===== config.mk =====
export PLATFORM = sky130hd
export DESIGN_NAME = config_write_sequencer
export DESIGN_NICKNAME = d
export VERILOG_FILES = /design/src/rtl/backend_cfg_pkg.sv /design/src/rtl/cfg_req_fifo.sv /design/src/rtl/config_write_sequencer.sv
export SDC_FILE = /design/constraint.sdc
export NUM_CORES = 1
export LEC_CHECK = 0
export BUFFER_PORTS_ARGS = -buffer_cell sky130_fd_sc_hd__buf_2
export CAP_MARGIN = 20
export CORE_MARGIN = 5
export CORE_UTILIZATION = 30
export CTS_BUF_LIST = sky130_fd_sc_hd__clkbuf_4
export CTS_CLUSTER_SIZE = 14
export DETAILED_ROUTE_END_ITERATION = 7
export PLACE_DENSITY = 0.56
export SLEW_MARGIN = 10
export SYNTH_ARGS = -nofsm -noshare
export SYNTH_HDL_FRONTEND = slang
export SYNTH_HIERARCHICAL = 1
export SYNTH_SLANG_ARGS = --single-unit

===== constraint.sdc =====
create_clock -name clock -period 3.85 [get_ports clock]
set_input_delay 0.385 -clock clock [delete_from_list [all_inputs] [get_ports clock]]
set_output_delay 0.385 -clock clock [all_outputs]
set_load 0.005 [all_outputs]

===== src/rtl/backend_cfg_pkg.sv =====
// ============================================================================
// Module   : backend_cfg_pkg
// Brief    : Shared register indices, half-word addresses, FSM states and
//            index-to-address helpers for the configuration write sequencer.
// Revision : 1.0 - initial release
// ============================================================================
`default_nettype none

package backend_cfg_pkg;

    localparam int NUM_CFG_REGS    = 7;
    localparam int c_NUM_HALFWORDS = 10;

    localparam logic [3:0] c_IDX_CCR0           = 4'd0;
    localparam logic [3:0] c_IDX_CCR1           = 4'd1;
    localparam logic [3:0] c_IDX_ORDER_COMPLETE = 4'd2;
    localparam logic [3:0] c_IDX_ROW_LIMIT      = 4'd3;
    localparam logic [3:0] c_IDX_COL_LIMIT      = 4'd4;
    localparam logic [3:0] c_IDX_INVERTER_SEL   = 4'd5;
    localparam logic [3:0] c_IDX_ROW_COL_SEL    = 4'd6;

    localparam logic [5:0] c_ADDR_CCR0_LO           = 6'h00;
    localparam logic [5:0] c_ADDR_CCR0_HI           = 6'h01;
    localparam logic [5:0] c_ADDR_CCR1_LO           = 6'h02;
    localparam logic [5:0] c_ADDR_CCR1_HI           = 6'h03;
    localparam logic [5:0] c_ADDR_ORDER_COMPLETE_LO = 6'h04;
    localparam logic [5:0] c_ADDR_ORDER_COMPLETE_HI = 6'h05;
    localparam logic [5:0] c_ADDR_ROW_LIMIT         = 6'h06;
    localparam logic [5:0] c_ADDR_COL_LIMIT         = 6'h07;
    localparam logic [5:0] c_ADDR_INVERTER_SEL      = 6'h08;
    localparam logic [5:0] c_ADDR_ROW_COL_SEL       = 6'h09;

    typedef enum logic [1:0] {
        IDLE = 2'd0,
        LO   = 2'd1,
        HI   = 2'd2
    } state_t;

    function automatic logic is_legal(input logic [3:0] idx);
        return idx < 4'(NUM_CFG_REGS);
    endfunction

    function automatic logic is_wide(input logic [3:0] idx);
        return idx <= c_IDX_ORDER_COMPLETE;
    endfunction

    // Low half-word address of a legal index; the high half sits at +1.
    function automatic logic [5:0] lo_addr(input logic [3:0] idx);
        case (idx)
            c_IDX_CCR0:           return c_ADDR_CCR0_LO;
            c_IDX_CCR1:           return c_ADDR_CCR1_LO;
            c_IDX_ORDER_COMPLETE: return c_ADDR_ORDER_COMPLETE_LO;
            c_IDX_ROW_LIMIT:      return c_ADDR_ROW_LIMIT;
            c_IDX_COL_LIMIT:      return c_ADDR_COL_LIMIT;
            c_IDX_INVERTER_SEL:   return c_ADDR_INVERTER_SEL;
            c_IDX_ROW_COL_SEL:    return c_ADDR_ROW_COL_SEL;
            default:              return 6'h00;
        endcase
    endfunction

    function automatic logic [3:0] lo_slot(input logic [3:0] idx);
        case (idx)
            c_IDX_CCR0:           return 4'd0;
            c_IDX_CCR1:           return 4'd2;
            c_IDX_ORDER_COMPLETE: return 4'd4;
            c_IDX_ROW_LIMIT:      return 4'd6;
            c_IDX_COL_LIMIT:      return 4'd7;
            c_IDX_INVERTER_SEL:   return 4'd8;
            c_IDX_ROW_COL_SEL:    return 4'd9;
            default:              return 4'd0;
        endcase
    endfunction

endpackage

`default_nettype wire


===== src/rtl/cfg_req_fifo.sv =====
// ============================================================================
// Module   : cfg_req_fifo
// Brief    : Synchronous FIFO holding {reg_index, data} write requests.
// Revision : 1.0 - initial release
// ============================================================================
`default_nettype none

module cfg_req_fifo #(
    parameter int DEPTH = 4,
    parameter int WIDTH = 36
) (
    input  logic             clk,
    input  logic             rst,
    input  logic             i_push,
    input  logic [WIDTH-1:0] i_push_data,
    input  logic             i_pop,
    output logic [WIDTH-1:0] o_pop_data,
    output logic             o_full,
    output logic             o_empty
);

    localparam int c_AW = $clog2(DEPTH);

    logic [WIDTH-1:0] r_mem [DEPTH];
    logic [c_AW:0]    r_wr_ptr;
    logic [c_AW:0]    r_rd_ptr;
    logic             w_do_push;
    logic             w_do_pop;

    // Extra pointer MSB distinguishes full from empty when indices match.
    assign o_empty    = (r_wr_ptr == r_rd_ptr);
    assign o_full     = (r_wr_ptr[c_AW] != r_rd_ptr[c_AW]) &&
                        (r_wr_ptr[c_AW-1:0] == r_rd_ptr[c_AW-1:0]);
    assign w_do_push  = i_push && !o_full;
    assign w_do_pop   = i_pop && !o_empty;
    assign o_pop_data = r_mem[r_rd_ptr[c_AW-1:0]];

    always_ff @(posedge clk) begin
        if (w_do_push) begin
            r_mem[r_wr_ptr[c_AW-1:0]] <= i_push_data;
        end
    end

    always_ff @(posedge clk or posedge rst) begin
        if (rst) begin
            r_wr_ptr <= '0;
            r_rd_ptr <= '0;
        end else begin
            if (w_do_push) r_wr_ptr <= r_wr_ptr + 1'b1;
            if (w_do_pop)  r_rd_ptr <= r_rd_ptr + 1'b1;
        end
    end

endmodule

`default_nettype wire


===== src/rtl/config_write_sequencer.sv =====
// ============================================================================
// Module   : config_write_sequencer
// Brief    : Queues host register writes and serialises them into registered
//            half-word strobes for the cycle controller.
//            Optional macro CFG_SHADOW_EN adds a readable shadow register file.
// Revision : 1.0 - initial release
// ============================================================================
`default_nettype none

module config_write_sequencer
    import backend_cfg_pkg::*;
#(
    parameter int FIFO_DEPTH = 4
) (
    input  logic        clock,
    input  logic        reset,
    input  logic        req_valid,
    output logic        req_ready,
    input  logic [3:0]  req_reg,
    input  logic [31:0] req_data,
`ifdef CFG_SHADOW_EN
    input  logic [3:0]  rd_reg,
    output logic [31:0] rd_data,
`endif
    output logic        write_config_n,
    output logic [5:0]  config_address,
    output logic [15:0] config_data,
    output logic        busy,
    output logic        err_illegal
);

    logic        w_push;
    logic        w_pop;
    logic        w_full;
    logic        w_empty;
    logic [35:0] w_head;
    logic [3:0]  w_head_reg;

    state_t      r_state;
    state_t      w_state_nxt;
    logic        r_wide,     w_wide_nxt;
    logic [5:0]  r_hi_addr,  w_hi_addr_nxt;
    logic [15:0] r_hi_data,  w_hi_data_nxt;
    logic        r_wcn,      w_wcn_nxt;
    logic [5:0]  r_addr,     w_addr_nxt;
    logic [15:0] r_data,     w_data_nxt;
    logic        r_err,      w_err_nxt;

    assign w_push     = req_valid && !w_full;
    assign w_head_reg = w_head[35:32];

    cfg_req_fifo #(
        .DEPTH (FIFO_DEPTH),
        .WIDTH (36)
    ) u_fifo (
        .clk         (clock),
        .rst         (reset),
        .i_push      (w_push),
        .i_push_data ({req_reg, req_data}),
        .i_pop       (w_pop),
        .o_pop_data  (w_head),
        .o_full      (w_full),
        .o_empty     (w_empty)
    );

    always_comb begin
        w_state_nxt   = IDLE;
        w_pop         = 1'b0;
        w_wcn_nxt     = 1'b1;
        w_addr_nxt    = '0;
        w_data_nxt    = '0;
        w_err_nxt     = 1'b0;
        w_wide_nxt    = 1'b0;
        w_hi_addr_nxt = r_hi_addr;
        w_hi_data_nxt = r_hi_data;

        if (r_state == LO && r_wide) begin
            w_state_nxt = HI;
            w_wcn_nxt   = 1'b0;
            w_addr_nxt  = r_hi_addr;
            w_data_nxt  = r_hi_data;
        end else if (!w_empty) begin
            // Every other state can pop, so a fed queue gives one half-word per cycle.
            w_pop       = 1'b1;
            w_state_nxt = LO;
            if (is_legal(w_head_reg)) begin
                w_wcn_nxt     = 1'b0;
                w_addr_nxt    = lo_addr(w_head_reg);
                w_data_nxt    = w_head[15:0];
                w_wide_nxt    = is_wide(w_head_reg);
                w_hi_addr_nxt = lo_addr(w_head_reg) + 6'd1;
                w_hi_data_nxt = w_head[31:16];
            end else begin
                w_err_nxt = 1'b1;
            end
        end
    end

    always_ff @(posedge clock or posedge reset) begin
        if (reset) begin
            r_state   <= IDLE;
            r_wide    <= 1'b0;
            r_hi_addr <= '0;
            r_hi_data <= '0;
            r_wcn     <= 1'b1;
            r_addr    <= '0;
            r_data    <= '0;
            r_err     <= 1'b0;
        end else begin
            r_state   <= w_state_nxt;
            r_wide    <= w_wide_nxt;
            r_hi_addr <= w_hi_addr_nxt;
            r_hi_data <= w_hi_data_nxt;
            r_wcn     <= w_wcn_nxt;
            r_addr    <= w_addr_nxt;
            r_data    <= w_data_nxt;
            r_err     <= w_err_nxt;
        end
    end

    assign req_ready      = !w_full;
    assign busy           = !w_empty || (r_state != IDLE);
    assign write_config_n = r_wcn;
    assign config_address = r_addr;
    assign config_data    = r_data;
    assign err_illegal    = r_err;

`ifdef CFG_SHADOW_EN
    logic [15:0] r_shadow [c_NUM_HALFWORDS];
    logic [3:0]  w_rd_slot;

    // Commit the half-word currently on the bus at the end of its strobe cycle.
    always_ff @(posedge clock or posedge reset) begin
        if (reset) begin
            for (int i = 0; i < c_NUM_HALFWORDS; i++) begin
                r_shadow[i] <= '0;
            end
        end else if (!r_wcn && (r_addr <= c_ADDR_ROW_COL_SEL)) begin
            r_shadow[r_addr[3:0]] <= r_data;
        end
    end

    always_comb begin
        w_rd_slot = lo_slot(rd_reg);
        rd_data   = '0;
        if (is_wide(rd_reg)) begin
            rd_data = {r_shadow[w_rd_slot + 4'd1], r_shadow[w_rd_slot]};
        end else if (is_legal(rd_reg)) begin
            rd_data = {16'h0000, r_shadow[w_rd_slot]};
        end
    end
`endif

endmodule

`default_nettype wire


## Yosys cells after proc, flatten, opt, wreduce, memory -nomap -nowiden

Memory sizes are Yosys's and may differ from the RTL's.
Index checks and enable logic that the tools add are counted.

- $add $sub $neg: 3
- Magnitude comparators: 2
- Equal/unequal tests: 10
- Multiplexer cells: 24
- Bitwise operators: 2
- Reductions and logical operators: 10

Operators with widths:

| operator | number |
|---|---|
| 16-bit 2-to-1 mux | 3 |
| 6-bit 2-to-1 mux | 4 |
| 4-bit case mux with 6 select lines | 1 |
| 1-bit 2-to-1 mux | 13 |
| 4-bit by 3-bit == test with 1-bit output, second input constant | 3 |
| 4-bit by 2-bit == test with 1-bit output, second input constant | 2 |
| 4-bit 2-to-1 mux | 2 |
| 3-bit by 1-bit adder with 3-bit output, second input constant | 2 |
| 6-bit by 1-bit adder with 6-bit output, second input constant | 1 |
| 1-bit logical AND | 5 |
| 4-bit by 1-bit == test with 1-bit output, second input constant | 1 |
| 4-bit by 2-bit <= comparator with 1-bit output, second input constant | 1 |
| 4-bit by 3-bit < comparator with 1-bit output, second input constant | 1 |
| 3-bit == test | 1 |
| 3-bit AND reduction | 1 |
| 2-bit by 1-bit == test with 1-bit output, second input constant | 1 |
| 2-bit == test | 1 |
| 1-bit logical NOT | 2 |
| 2-bit 2-to-1 mux | 1 |
| 1-bit NOT | 2 |
| 2-bit nonzero test | 1 |
| 1-bit logical OR | 1 |
| 1-bit != test | 1 |

- Flip-flop bits (word level): 55
- RAM bits: 144
- Input port bits: 39
- Output and inout port bits: 26
- Logic and storage cells: 62
- Memories kept: 1

Memories:

| memory | words | width | rd ports | clocked after memory_dff | write ports | line | text |
|---|---|---|---|---|---|---|---|
| u_fifo.r_mem | 4 | 36 | 1 | 0 | 1 | cfg_req_fifo.sv:24 | `logic [WIDTH-1:0] r_mem [DEPTH];` |

## Logic depth before layout (Yosys ltp)

- Depth in word-level cells: 7
- Mapped depth: 11
- Mapped depth without buffers: 7

## Hierarchy

Netlist, hierarchy kept.

Modules (own cells, without submodules):

| module | instances | cells an instance | area each (um2) | seq. area each (um2) |
|---|---|---|---|---|
| cfg_req_fifo | 1 | 238 | 5,672.9 | 4,474.3 |
| config_write_sequencer | 1 | 171 | 2,018.2 | 1,177.4 |

## Least setup slack after synthesis

Ideal clock, no wire load.

- Path type: flip-flop to flip-flop
- Start point: register u_fifo.r_wr_ptr[0]
- End point: memory u_fifo.r_mem[3][0] (enable)
- Setup time: 0.412 ns
- Arrival time: 2.414 ns
- Required time: 3.438 ns
- Path slack: 1.025 ns
- Stages on the path, launching flop included: 7
- Period minus slack after synthesis: 2.825 ns
- Cells stage by stage: dfrtp_1 > xnor2_1 > nand3_1 > inv_1 > nor2b_1 > nand2_1 > a31oi_2

- Cells in the longest elaborated chain, start to end: 7

Ends and longest elaborated chain:

| item | line | text |
|---|---|---|
| start, declared | cfg_req_fifo.sv:25 | `logic [c_AW:0] r_wr_ptr;` |
| start signal, assigned | cfg_req_fifo.sv:49 | `if (w_do_push) r_wr_ptr <= r_wr_ptr + 1'b1;` |
| 2-bit == test | cfg_req_fifo.sv:33 | `(r_wr_ptr[c_AW-1:0] == r_rd_ptr[c_AW-1:0]);` |
| 1-bit logical AND | cfg_req_fifo.sv:32 | `assign o_full = (r_wr_ptr[c_AW] != r_rd_ptr[c_AW]) &&` |
| via w_full | config_write_sequencer.sv:34 | `logic w_full;` |
| 1-bit logical NOT | config_write_sequencer.sv:49 | `assign w_push = req_valid && !w_full;` |
| 1-bit logical AND | config_write_sequencer.sv:49 |  |
| via w_push | config_write_sequencer.sv:32 | `logic w_push;` |
| 1-bit logical AND | cfg_req_fifo.sv:34 | `assign w_do_push = i_push && !o_full;` |
| 1-bit 2-to-1 mux | cfg_req_fifo.sv:39 | `if (w_do_push) begin` |
| 1-bit 2-to-1 mux (not written as such) | cfg_req_fifo.sv:40 | `r_mem[r_wr_ptr[c_AW-1:0]] <= i_push_data;` |
| end, declared | cfg_req_fifo.sv:24 |  |

The timed path passes the listed nets, and every way through them passes these cells.

## Worst setup path after layout

- Start point: register u_fifo.r_rd_ptr[0]
- End point: output port busy

- Cells in the longest elaborated chain, start to end: 3

Ends and longest elaborated chain:

| item | line | text |
|---|---|---|
| start, declared | cfg_req_fifo.sv:26 | `logic [c_AW:0] r_rd_ptr;` |
| start signal, assigned | cfg_req_fifo.sv:50 | `if (w_do_pop) r_rd_ptr <= r_rd_ptr + 1'b1;` |
| 3-bit == test | cfg_req_fifo.sv:31 | `assign o_empty = (r_wr_ptr == r_rd_ptr);` |
| via w_empty | config_write_sequencer.sv:35 | `logic w_empty;` |
| 1-bit logical NOT | config_write_sequencer.sv:122 | `assign busy = !w_empty \|\| (r_state != IDLE);` |
| 1-bit logical OR | config_write_sequencer.sv:122 |  |
| end, declared | config_write_sequencer.sv:28 | `output logic busy,` |

The timed path passes the listed nets, and every way through them passes these cells.

==> insert_results.sql <==
INSERT INTO impl_metrics (metric_group, metric, value, unit) VALUES
('synthesis', 'synthDistinctLibCells', '43', ''),
('power_and_ir_drop', 'p_total', '6900', 'uW'),
('cells_and_area', 'final_cell_count_no_fill', '858', ''),
('clock_tree', 'clock_tree.buffer_depth', '2', ''),
('outcome', 'status', 'completed', ''),
('clock_tree', 'tritoncts.num_buffers', '17', ''),
('synthesis', 'synth_warn', '6', ''),
('min_path', 'whs_endpoint', 'u_fifo/r_mem[0][10]', ''),
('routing', 'ant_nets', '0', ''),
('global_route', 'grt_antenna_before_repair', '2', ''),
('routing', 'm1_wire_length', '6810', 'um'),
('routing', 'drt-wirelength-per-cell', '18.0', 'um'),
('sta', 'slew_viol_final', '0', ''),
('cells_and_area', 'layout.cells.most_common_list', '144 x sky130_fd_sc_hd__edfxtp_1, 63 x sky130_fd_sc_hd__buf_2, 50 x sky130_fd_sc_hd__dfrtp_1', ''),
('sta', 'max_slew_margin_vs_limit', '0.382', ''),
('routing', 'dr_pass1_iterations', '5', ''),
('clock_tree', 'cts.htree.levels', '4', ''),
('routing', 'top_layer_used', 'met5', ''),
('cells_and_area', 'postLayoutCoreUtil', '0.360', ''),
('synthesis', 'yosys.area.top_type', 'sky130_fd_sc_hd__edfxtp_1', ''),
('routing', 'detail_route.vias_per_cell', '4.50', ''),
('setup_path', 'r2r-start', 'u_fifo/r_rd_ptr[0]', ''),
('floorplanning', 'chipWidth', '170', 'um'),
('min_path', 'holdCritPathClass', 'in2reg', ''),
('sta', 'setup_violations', '0', ''),
('setup_path', 'cp_max_fo', '35', ''),
('synthesis', 'netlist_instances', '409', ''),
('sta', 'worst_slew_pin_slew', '0.920', 'ns'),
('clock_tree', 'tritoncts_num_sinks', '197', ''),
('power_and_ir_drop', 'cellPowerDensity', '762', 'nW/um^2'),
('sta', 'timing.final.ws_setup', '0.409', 'ns'),
('synthesis', 'post_synth_instance_area', '7690', 'um^2'),
('place', 'portBuffers', '63', ''),
('setup_path', 'timing.rr.end', 'u_fifo/r_rd_ptr[1]', ''),
('floorplanning', 'core.rowCount', '58', ''),
('sta', 'timing.final.crit_period', '3.44', 'ns'),
('place', 'globalplace.congestion', '0.790', ''),
('global_route', 'global_route.overflow_total', '0', ''),
('setup_path', 'timing.critical_path.arrival', '3.06', 'ns'),
('synthesis', 'ys_seq_elements', '197', ''),
('setup_path', 'critPathRequiredTime', '3.46', 'ns'),
('synthesis', 'synth.net_count', '454', ''),
('sta', 'grt_setup_unrepaired', 'no', ''),
('floorplanning', 'design.die.area', '28900', 'um^2'),
('place', 'dp_cells', '789', ''),
('setup_path', 'critical-path-max-stage-delay', '0.79', 'ns'),
('setup_path', 'reg2reg_depth', '7', ''),
('global_route', 'grt_pass1_wl', '24500', 'um'),
('synthesis', 'sequential_area_share_after_synthesis', '0.735', ''),
('sta', 'layout_worst_path_cycle_share', '0.894', ''),
('place', 'pre_cts_ws', '0.835', 'ns'),
('global_route', 'grt_util_all_layers', '0.112', ''),
('routing', 'routed_wirelength', '15500', 'um'),
('clock_tree', 'clock_pin_slew_worst_setup_and_hold_paths', '0.15', 'ns'),
('place', 'dp_hpwl', '10000', 'um'),
('power_and_ir_drop', 'internal_power', '4550', 'uW'),
('sta', 'hold_violations', '0', ''),
('setup_path', 'cp-end-kind', 'primary output', ''),
('setup_path', 'slowest_stage', 'sky130_fd_sc_hd__nor3_1', ''),
('routing', 'vias', '3857', ''),
('synthesis', 'yosysTopAreaCellShare', '0.562', ''),
('power_and_ir_drop', 'clkPwrFrac', '0.161', ''),
('global_route', 'grt_pass1_vias', '4227', ''),
('routing', 'routed_met2_length', '7770', 'um'),
('clock_tree', 'insertion_delay', '0.58', 'ns'),
('synthesis', 'netlist_top_cells_area', 'sky130_fd_sc_hd__edfxtp_1 56%, sky130_fd_sc_hd__dfrtp_1 17%, sky130_fd_sc_hd__mux4_2 11%', ''),
('routing', 'route.detailed.drc', '0', ''),
('setup_path', 'crit_type', 'reg2out', ''),
('sta', 'accumulated_negative_setup_slack', '0', 'ns'),
('power_and_ir_drop', 'power_frac_comb', '0.380', ''),
('routing', 'detailroute.wirelength.met3', '702', 'um');
==> stage by stage <==
step	area, um^2	hold slack [ns]
6_report	9060	0.0523
5_1_grt	9060	0.00928
4_1_cts	9030	0.000325
3_5_place_dp	8390	0.364
3_3_place_gp	8390	0.351
2_1_floorplan	7690	0.176
==> flip-flops by register name, summed over array words and instances (netlist names) <==
| name | cells |
|---|---|
| u_fifo/r_mem | 144 |
| config_data | 16 |
| r_hi_data | 16 |
| config_address | 5 |
| r_hi_addr | 5 |
| u_fifo/r_rd_ptr | 3 |
| u_fifo/r_wr_ptr | 3 |
| r_state | 2 |
| err_illegal | 1 |
| r_wide | 1 |
| write_config_n | 1 |
==> critical path, delay by kind of cell (launching register included) <==
family                    cells  cell delay (ns)
xor gates and xnor gates      1             0.22
buffers and inverters         2             0.81
DFF                           1             0.50
and+or+nand+nor               2             0.94
==> power by group through the flow <==
| stage | Clock, uW | Combinational (uW) | Sequential, uW |
|---|---|---|---|
| finish | 1110 | 2620 | 3170 |
| global route | 1240 | 2900 | 3230 |
| floorplan | 0 | 2030 | 3150 |
| global placement | 0 | 2600 | 3210 |
| CTS | 1170 | 2670 | 3180 |
| detailed placement | 0 | 2630 | 3230 |
==> worst max path at each step <==
stage | from | slack, ns | endpoint
after floorplan | u_fifo/r_wr_ptr[0] | 1.02 | u_fifo/r_mem[3][0]
after global placement | u_fifo/r_rd_ptr[1] | 0.95 | u_fifo/r_mem[3][24]
after detailed placement | u_fifo/r_rd_ptr[0] | 0.83 | r_hi_data[5]
after CTS | u_fifo/r_rd_ptr[0] | 0.30 | busy
after global routing | u_fifo/r_rd_ptr[0] | 0.002 | busy
final | u_fifo/r_rd_ptr[0] | 0.41 | busy
==> synthesized netlist by cell type <==
master,number
sky130_fd_sc_hd__and2_1,3
sky130_fd_sc_hd__buf_2,7
sky130_fd_sc_hd__nand3_1,18
sky130_fd_sc_hd__o21ai_0,2
sky130_fd_sc_hd__edfxtp_1,144
sky130_fd_sc_hd__a311oi_2,1
sky130_fd_sc_hd__and4_1,1
sky130_fd_sc_hd__a32o_1,1
sky130_fd_sc_hd__nand3b_1,1
sky130_fd_sc_hd__a21o_1,2
sky130_fd_sc_hd__nand2b_1,3
sky130_fd_sc_hd__nor2_8,1
sky130_fd_sc_hd__buf_1,2
sky130_fd_sc_hd__xor2_2,2
sky130_fd_sc_hd__o2bb2ai_1,1
sky130_fd_sc_hd__buf_6,4
sky130_fd_sc_hd__clkbuf_1,4
sky130_fd_sc_hd__nand2_1,36
sky130_fd_sc_hd__conb_1,1
sky130_fd_sc_hd__dfstp_2,1
sky130_fd_sc_hd__or2b_1,1
sky130_fd_sc_hd__and3_1,4
sky130_fd_sc_hd__buf_12,2
sky130_fd_sc_hd__mux2_2,9
sky130_fd_sc_hd__mux2_4,8
sky130_fd_sc_hd__nor3_1,4
sky130_fd_sc_hd__nor2_1,6
sky130_fd_sc_hd__a31oi_2,1
sky130_fd_sc_hd__a31oi_1,3
sky130_fd_sc_hd__dfrtp_1,52
sky130_fd_sc_hd__nor2b_1,2
sky130_fd_sc_hd__mux4_2,36
sky130_fd_sc_hd__or3b_2,1
sky130_fd_sc_hd__ha_1,6
sky130_fd_sc_hd__xor2_1,4
sky130_fd_sc_hd__o31ai_1,4
sky130_fd_sc_hd__a211oi_1,4
sky130_fd_sc_hd__a21oi_1,7
sky130_fd_sc_hd__xnor2_1,5
sky130_fd_sc_hd__buf_4,3
sky130_fd_sc_hd__a22o_1,2
sky130_fd_sc_hd__a311o_4,1
sky130_fd_sc_hd__inv_1,9
==> kinds of logic after synthesis <==
| family | share of synthesized area |
|---|---|
| adder cells (fa/ha/maj) | 0.00976 |
| multiplexers | 0.134 |
| flip-flops | 0.735 |
| XOR/XNOR | 0.0145 |
| buffers and inverters | 0.0259 |
| AND/OR/NAND/NOR | 0.0514 |
| AO/OA/AOI/OAI | 0.0290 |
| other | 0.000488 |
==> routing by layer <==
| layer | GRT usage | vias to the layer above |
|---|---|---|
| li1 | - | 1779 |
| met1 | 0.147 | 1980 |
| met2 | 0.183 | 88 |
| met3 | 0.0265 | 8 |
| met4 | 0.0410 | 2 |
| met5 | 0 | - |
==> what timing repair did <==
item,in CTS,in global routing
gates resized for setup,0,0
hold endpoints to repair,159,0
hold buffers,35,0
buffers inserted,0,0
==> area by class of cell <==
type | count | area, um^2
multi-input cells | 181 | 1850
clock buffers | 17 | 128
flip-flops and latches | 197 | 5650
repair buffers | 108 | 811
fillers | 2382 | 16100
diodes | 1 | 2.50
well taps | 330 | 413
clock inverters | 15 | 170
inverters | 9 | 33.8
No activity file was read; power rests on OpenSTA's default activity.
